`src/rtl/ctrl_codigo.sv`:
```
// rtl/ctrl_codigo.sv - keypad code lock controller: 4-digit BCD entry, verify, open window, lockout
module ctrl_codigo #(
    parameter logic [15:0] CODIGO       = 16'h1234,
    parameter int          MAX_INTENTOS = 3,
    parameter int          T_ABIERTO    = 500,
    parameter int          T_BLOQUEO    = 3000,
    parameter int          HOLDOFF      = 8
) (
    input  logic        clk,
    input  logic        rst,
    input  logic [4:0]  digito,
    input  logic        cambio_digito,
    input  logic        enter_sync,
    output logic [15:0] codigo,
    output logic [2:0]  n_digitos,
    output logic        abierto,
    output logic        error,
    output logic        bloqueado,
    output logic [1:0]  intentos,
    output logic [2:0]  estado
);

    typedef enum logic [2:0] {
        IDLE      = 3'd0,
        ENTRADA   = 3'd1,
        VERIFICAR = 3'd2,
        ABIERTO   = 3'd3,
        BLOQUEO   = 3'd4
    } estado_t;

    localparam int T_MAX = (T_ABIERTO > T_BLOQUEO) ? T_ABIERTO : T_BLOQUEO;
    localparam int TW    = $clog2(T_MAX + 1);
    localparam int HW    = (HOLDOFF < 1) ? 1 : $clog2(HOLDOFF + 1);

    estado_t         st;
    logic            cambio_prev;
    logic            enter_prev;
    logic [HW-1:0]   hold_cnt;
    logic [TW-1:0]   timer;
    logic            key_ev;
    logic            enter_ev;
    logic [1:0]      intentos_inc;

    assign estado = st;

    always_comb begin
        key_ev       = cambio_digito & ~cambio_prev & (hold_cnt >= HW'(HOLDOFF));
        enter_ev     = enter_sync & ~enter_prev;
        intentos_inc = (intentos == 2'(MAX_INTENTOS)) ? intentos : intentos + 2'd1;
    end

    always_ff @(posedge clk) begin
        if (rst) begin
            st          <= IDLE;
            codigo      <= 16'h0000;
            n_digitos   <= 3'd0;
            abierto     <= 1'b0;
            error       <= 1'b0;
            bloqueado   <= 1'b0;
            intentos    <= 2'd0;
            timer       <= '0;
            hold_cnt    <= HW'(HOLDOFF);
            cambio_prev <= cambio_digito;
            enter_prev  <= enter_sync;
        end else begin
            // Edge detectors and holdoff run in every state so held keys never fire on state entry
            cambio_prev <= cambio_digito;
            enter_prev  <= enter_sync;
            if (cambio_digito) begin
                hold_cnt <= '0;
            end else if (hold_cnt < HW'(HOLDOFF)) begin
                hold_cnt <= hold_cnt + HW'(1);
            end
            error <= 1'b0;

            case (st)
                IDLE, ENTRADA: begin
                    if (enter_ev) begin
                        if (n_digitos == 3'd4) begin
                            st <= VERIFICAR;
                        end else begin
                            error     <= 1'b1;
                            codigo    <= 16'h0000;
                            n_digitos <= 3'd0;
                            st        <= IDLE;
                        end
                    end else if (key_ev) begin
                        if (digito <= 5'd9 && n_digitos < 3'd4) begin
                            codigo    <= {codigo[11:0], digito[3:0]};
                            n_digitos <= n_digitos + 3'd1;
                            st        <= ENTRADA;
                        end else if (digito == 5'hE && n_digitos != 3'd0) begin
                            codigo    <= {4'h0, codigo[15:4]};
                            n_digitos <= n_digitos - 3'd1;
                            st        <= (n_digitos == 3'd1) ? IDLE : ENTRADA;
                        end else if (digito == 5'hF) begin
                            codigo    <= 16'h0000;
                            n_digitos <= 3'd0;
                            st        <= IDLE;
                        end
                    end
                end

                VERIFICAR: begin
                    codigo    <= 16'h0000;
                    n_digitos <= 3'd0;
                    if (codigo == CODIGO) begin
                        abierto  <= 1'b1;
                        intentos <= 2'd0;
                        timer    <= TW'(T_ABIERTO - 1);
                        st       <= ABIERTO;
                    end else begin
                        error    <= 1'b1;
                        intentos <= intentos_inc;
                        if (intentos_inc == 2'(MAX_INTENTOS)) begin
                            bloqueado <= 1'b1;
                            timer     <= TW'(T_BLOQUEO - 1);
                            st        <= BLOQUEO;
                        end else begin
                            st <= IDLE;
                        end
                    end
                end

                ABIERTO: begin
                    if (timer == '0) begin
                        abierto <= 1'b0;
                        st      <= IDLE;
                    end else begin
                        timer <= timer - TW'(1);
                    end
                end

                BLOQUEO: begin
                    if (timer == '0) begin
                        bloqueado <= 1'b0;
                        intentos  <= 2'd0;
                        st        <= IDLE;
                    end else begin
                        timer <= timer - TW'(1);
                    end
                end

                default: st <= IDLE;
            endcase
        end
    end

endmodule

```
`config.mk`:
```
export PLATFORM = sky130hd
export DESIGN_NAME = ctrl_codigo
export DESIGN_NICKNAME = d
export VERILOG_FILES = /design/src/rtl/ctrl_codigo.sv
export SDC_FILE = /design/constraint.sdc
export NUM_CORES = 1
export LEC_CHECK = 0
export CORE_MARGIN = 10
export CORE_UTILIZATION = 40
export CTS_CLUSTER_DIAMETER = 50
export DETAILED_ROUTE_END_ITERATION = 6
export MAX_ROUTING_LAYER = met4
export PLACE_DENSITY = 0.67
export SYNTH_ARGS = -nofsm -noshare
export SYNTH_HDL_FRONTEND = slang
export SYNTH_SLANG_ARGS = --single-unit
```
`constraint.sdc`:
```
create_clock -name clk -period 2.2 [get_ports clk]
set_input_delay 0.33 -clock clk [delete_from_list [all_inputs] [get_ports clk]]
set_output_delay 0.33 -clock clk [all_outputs]
set_load 0.01 [all_outputs]
```
## Word level (Yosys, flattened, before mapping)

Index checks and enable logic that the tools add are counted.

- Memory bits (writable): 0
- Memories kept: 0
- Bits in latches: 0
- Output and inout bits: 27
- ROM bits: 0
- Flip-flop bits (word level): 45
- Bits of input ports: 9

- Bitwise logic cells: 5
- Multiplexer cells: 44
- Eq/ne operators: 22
- $mul: 0
- Shift-type cells: 0
- Add/sub/neg operators: 5
- Divide/modulo/power cells: 0
- Magnitude comparators: 4
- Reductions and logical operators: 19

Operators by type and width:

| operator | count |
|---|---|
| $mux W16 | 6 |
| $mux W3 | 13 |
| $mux W12 | 3 |
| $pmux W16 S2 | 1 |
| $pmux W12 S2 | 1 |
| $eq A16 B13 Y1 const B | 1 |
| $logic_not A12 Y1 | 1 |
| $ne A2 B2 Y1 const B | 6 |
| $sub A12 B1 Y12 const B | 1 |
| $eq A5 B4 Y1 const B | 2 |
| $reduce_bool A2 Y1 | 5 |
| $ne A3 B3 Y1 const B | 3 |
| $pmux W3 S3 | 1 |
| $reduce_and A3 Y1 | 3 |
| $mux W1 | 8 |
| $mux W2 | 4 |
| $mux W4 | 2 |
| $reduce_and A4 Y1 | 2 |
| $eq A3 B1 Y1 const B | 2 |
| $eq A3 B2 Y1 const B | 2 |
| $eq A3 B3 Y1 const B | 2 |
| $pmux W1 S2 | 3 |
| $pmux W3 S2 | 1 |
| $reduce_or A2 Y1 | 3 |
| 18 further kinds | 23 |

## Logic depth before layout (Yosys ltp)

- Depth in word-level cells: 7
- Mapped depth: 9
- Gate-level depth less buffers: 7

## Worst setup path after synthesis

Ideal clock, no wire load.

- Path type: reg2reg
- From: register n_digitos[0]
- To: register codigo[0]
- Arrival time: 2.054 ns
- Slack: 0.025 ns
- Cell stages (with the launch flop): 10
- Clock period less this slack: 2.175 ns
- Data required time: 2.079 ns
- Setup time: 0.121 ns
- Buffers on the path: 2
- Path through: dfxtp_1 inv_1 ha_1 nor3b_1 a2bb2oi_1 o31ai_2 o311a_2 buf_6 buf_12 mux2_4

- Cells in the longest elaborated chain, start to end: 7

RTL lines:

| item | RTL line | RTL |
|---|---|---|
| from (decl) | 15 | `output logic [2:0] n_digitos,` |
| from (signal assigned) | 90 | `n_digitos <= n_digitos + 3'd1;` |
| from (signal assigned) | 94 | `n_digitos <= n_digitos - 3'd1;` |
| branches (longest 7 deep; another with $lt A3 B3 Y1) | - |  |
| to (signal assigned) | 89 | `codigo <= {codigo[11:0], digito[3:0]};` |
| to (signal assigned) | 93 | `codigo <= {4'h0, codigo[15:4]};` |
| to (decl) | 14 | `output logic [15:0] codigo,` |

Parallel ways; which one is timed is not known. The select of a mux whose other input is x is not followed.
A chain may end at the register's enable or synchronous reset.

## Final worst setup path

- From: register n_digitos[1]
- To: register codigo[8]

Same word-level chain as after synthesis.

==> results.md <==
Status
* finished clean — status

Detailed routing
* 16.29 um — routed wire length per instance
* 2366 — total number of vias
* 4 — TritonRoute pass-1 iters
* 5.607 — via count normalized by instance count
* 0 — remaining number of nets flagged by the antenna check after routing
* 155 — Initial DRC Count
* 0 — residual DRC count
* 6874 um — total detailed-routing wirelength

Yosys
* 8.953 sq um — Mapped Avg Cell Area
* 296 — Syn Inst Count
* sky130_fd_sc_hd__dfxtp_1 — post-synthesis cell type with the largest combined area
* 0.3399 — area fraction of the dominant cell type after synthesis
* 0.3399 — Seq/Total Area, Yosys
* 313 — Synthesized Nets
* sky130_fd_sc_hd__dfxtp_1 — top_reg_cell synth
* sky130_fd_sc_hd__dfxtp_1 (34%), sky130_fd_sc_hd__nor2_1 (4.2%), sky130_fd_sc_hd__mux2_2 (3.8%), sky130_fd_sc_hd__ha_1 (3.8%), sky130_fd_sc_hd__a22oi_1 (3.7%) — largest cells by area after synthesis
* 45 — post-synthesis register bit count
* 2650 sq um — post-synthesis cell area
* sky130_fd_sc_hd__dfxtp_1 — library cell with the highest instance count after synthesis
* 0 — fraction of synthesis flops using an asynchronous set or reset pin
* 64 — distinct cell type count after synthesis
* 0 — Post-synth EDFFs
* sky130_fd_sc_hd__dfxtp_1 (45), sky130_fd_sc_hd__nor2_1 (30), sky130_fd_sc_hd__nand2_1 (21) — leading cell types by count after synthesis
* 0 — Synth Warn #

Finish
* 362 — final net count
* 0 — ANT cells
* 0.5104 — core occupancy in the finished layout
* 22.99% — synthesis-to-layout area growth
* 0.1797 — ratio of cells with drive above 1 in the final layout
* 607 — number of filler cells placed in the layout

Flow run
* 0 — number of maximum-capacitance constraint violations

Min path
* bloqueado$_SDFFE_PP0P_ — endpoint of the worst hold-timing path
* flop to flop — Hold/Removal Path Class
* bloqueado$_SDFFE_PP0P_ — Min-Delay Startpoint
* 2 — Hold Path Cell Cnt

STA
* 0 ns — Post-Route Setup TNS
* false — unrepaired setup endpoints after global routing
* 0.4687 ns — Final Hold Slack
* 0.9313 — final worst-path cycle share
* 0.1512 ns — worst path setup slack after routing
* 0.6484 — worst max-slew margin expressed relative to the limit
* 0 — max-slew violation count
* 0.005498 ns — final setup skew
* 0.5234 ns — transition time at the pin with the least slew margin
* 0 — Setup violations, final
* 2.049 ns — Period minus WS final
* 0 — final hold viol count
* 488.1 MHz — Max Freq

Worst setup path
* 13 — crit path max fanout
* codigo[8]$_SDFFE_PP0P_ — worst r2r dst
* flop — Critical Path Sink Type
* 0.15 ns — internal reg-to-reg setup slack
* flop to flop — type of the worst setup path
* 8 — Worst R2R Path Depth
* flop — crit path launch type
* 2.24 ns — CP Data Arrival Time
* n_digitos[1]$_SDFFE_PP0P_ — worst flop-to-flop path startpoint
* 2.39 ns — data required time at the worst endpoint

Placement
* -0.05930 ns — worst-case setup slack after placement
* 4972 um — half-perimeter wire length after placement
* 0.8454 — routability congestion estimate
* 35 — # port buffers

Power and ir drop
* 1.504 mW — total chip power
* 461.5 nW/um^2 — power per cell area
* 0.0003619 V — worst vdd ir
* 1.207 nW — leakage power

Global route
* 0.1814 — met1 routing resource usage after global routing
* 0.2129 — grt met2 use
* 11500 um — first-pass GRT wire length
* 0 — total gr overflow
* 0 — number of antenna violations at the first check in global routing
* 2286 — vias in the first global route
* 0.1400 — combined global-route utilization of all metal layers
* 45 — maximum number of pins on one net before global-route repair
* met2 — Most Used Layer, Global Route
* 0.03063 — met3 Track Usage GR

Die
* 29 — count of standard-cell rows
* 101.4 um — y dimension of the die
* 36 — Top Ports
* 10280 sq um — area enclosed by the die boundary
* 101.4 um — die boundary width
* 6386 sq um — placeable core area
* 0.4150 — Initial Utilization

Clocking
* sky130_fd_sc_hd__clkbuf_8 — cell at the root of the clock tree
* 0.29 ns — clock latency at the later pin of the worst-skew pair
* 5 — total CTS buffers
* 2 — H-tree Lvls
* 2 — maximum count of clock buffers along a single path
* 45 — CTS Sinks
* 0 — number of hold-repair buffers added at the cts stage
* 0.08 ns — clock transition time at the flip-flop clock pins of the worst setup and hold paths
* built — TritonCTS clock tree

==> flip-flops by register name (all words and copies together), names as in the netlist, 2 cells and up <==
name,cells
hold_cnt,4
estado,3
codigo,16
intentos,2
timer,12
n_digitos,3
==> repair_timing <==
action	4_1_cts	5_1_grt
resized for setup	0	5
endpoints found under the hold margin	0	0
setup endpoints to repair	0	21
buffers inserted	0	0
==> logic make-up after synthesis <==
group,count (synthesis),share of synthesized area
buffers and inverters,28,0.07082
xor gates and xnor gates,5,0.01653
and+or+nand+nor,119,0.2512
AOI/OAI and AO/OA,70,0.1889
muxes,21,0.09490
adders and majority gates,8,0.03777
DFF,45,0.3399
==> worst max-delay path, stage by stage (launching register included) <==
cell	delay, ns
sky130_fd_sc_hd__dfxtp_2	0.35
sky130_fd_sc_hd__inv_1	0.08
sky130_fd_sc_hd__ha_2	0.20
sky130_fd_sc_hd__nor3b_1	0.14
sky130_fd_sc_hd__a2bb2oi_1	0.17
sky130_fd_sc_hd__o31ai_2	0.25
sky130_fd_sc_hd__o311a_4	0.27
sky130_fd_sc_hd__buf_12	0.15
sky130_fd_sc_hd__mux2_2	0.34
==> routing by layer <==
metal	wire, um	vias up
met5	0	-
met2	3261	50
li1	-	1170
met4	87	0
met3	246	8
met1	3279	1138
==> where the power goes <==
group	switching (mW)	total [mW]	internal (mW)
sequential	0.0133	0.836	0.823
clock	0.265	0.515	0.249
combinational	0.0729	0.153	0.0799
total	0.352	1.50	1.15
==> through the flow <==
step                      instance area, sq um  cells
after floorplan                           2650    296
after global placement                    3147    415
after detailed placement                  3147    415
after CTS                                 3233    422
after global routing                      3259    422
final                                     3259    422
==> cells in the final DEF (no fill, tap or decap), drive strengths merged, types with 11 or more instances in the layout <==
| cell | count |
|---|---|
| a22oi | 13 |
| buf | 25 |
| nor2 | 31 |
| dfxtp | 45 |
| nor2b | 11 |
| clkdlybuf4s50 | 35 |
| nand2 | 21 |
| a21oi | 15 |
| mux2 | 15 |
==> worst max path at each step <==
stage / start / endpoint / slack [ns] / cells after the start
2_1_floorplan: n_digitos[0]$_SDFFE_PP0P_ / codigo[0]$_SDFFE_PP0P_ / 0.02 / 9
3_3_place_gp: digito[2] / codigo[7]$_SDFFE_PP0P_ / -0.02 / 7
3_5_place_dp: digito[2] / codigo[8]$_SDFFE_PP0P_ / -0.06 / 7
4_1_cts: n_digitos[1]$_SDFFE_PP0P_ / codigo[8]$_SDFFE_PP0P_ / 0.06 / 8
5_1_grt: n_digitos[1]$_SDFFE_PP0P_ / n_digitos[2]$_SDFFE_PP0P_ / 0.02 / 8
6_report: n_digitos[1]$_SDFFE_PP0P_ / codigo[8]$_SDFFE_PP0P_ / 0.15 / 8
==> final cells by class <==
class                           count  area, sq um  share of cell area
Inverter                           10        37.54             0.01152
Tap cell                           77        96.34             0.02956
Timing Repair Buffer               60        550.5              0.1689
Clock buffer                        7        86.33             0.02649
Sequential cell                    45        902.1              0.2768
Multi-Input combinational cell    223         1587              0.4868
(Power assumes the default switching activity.)
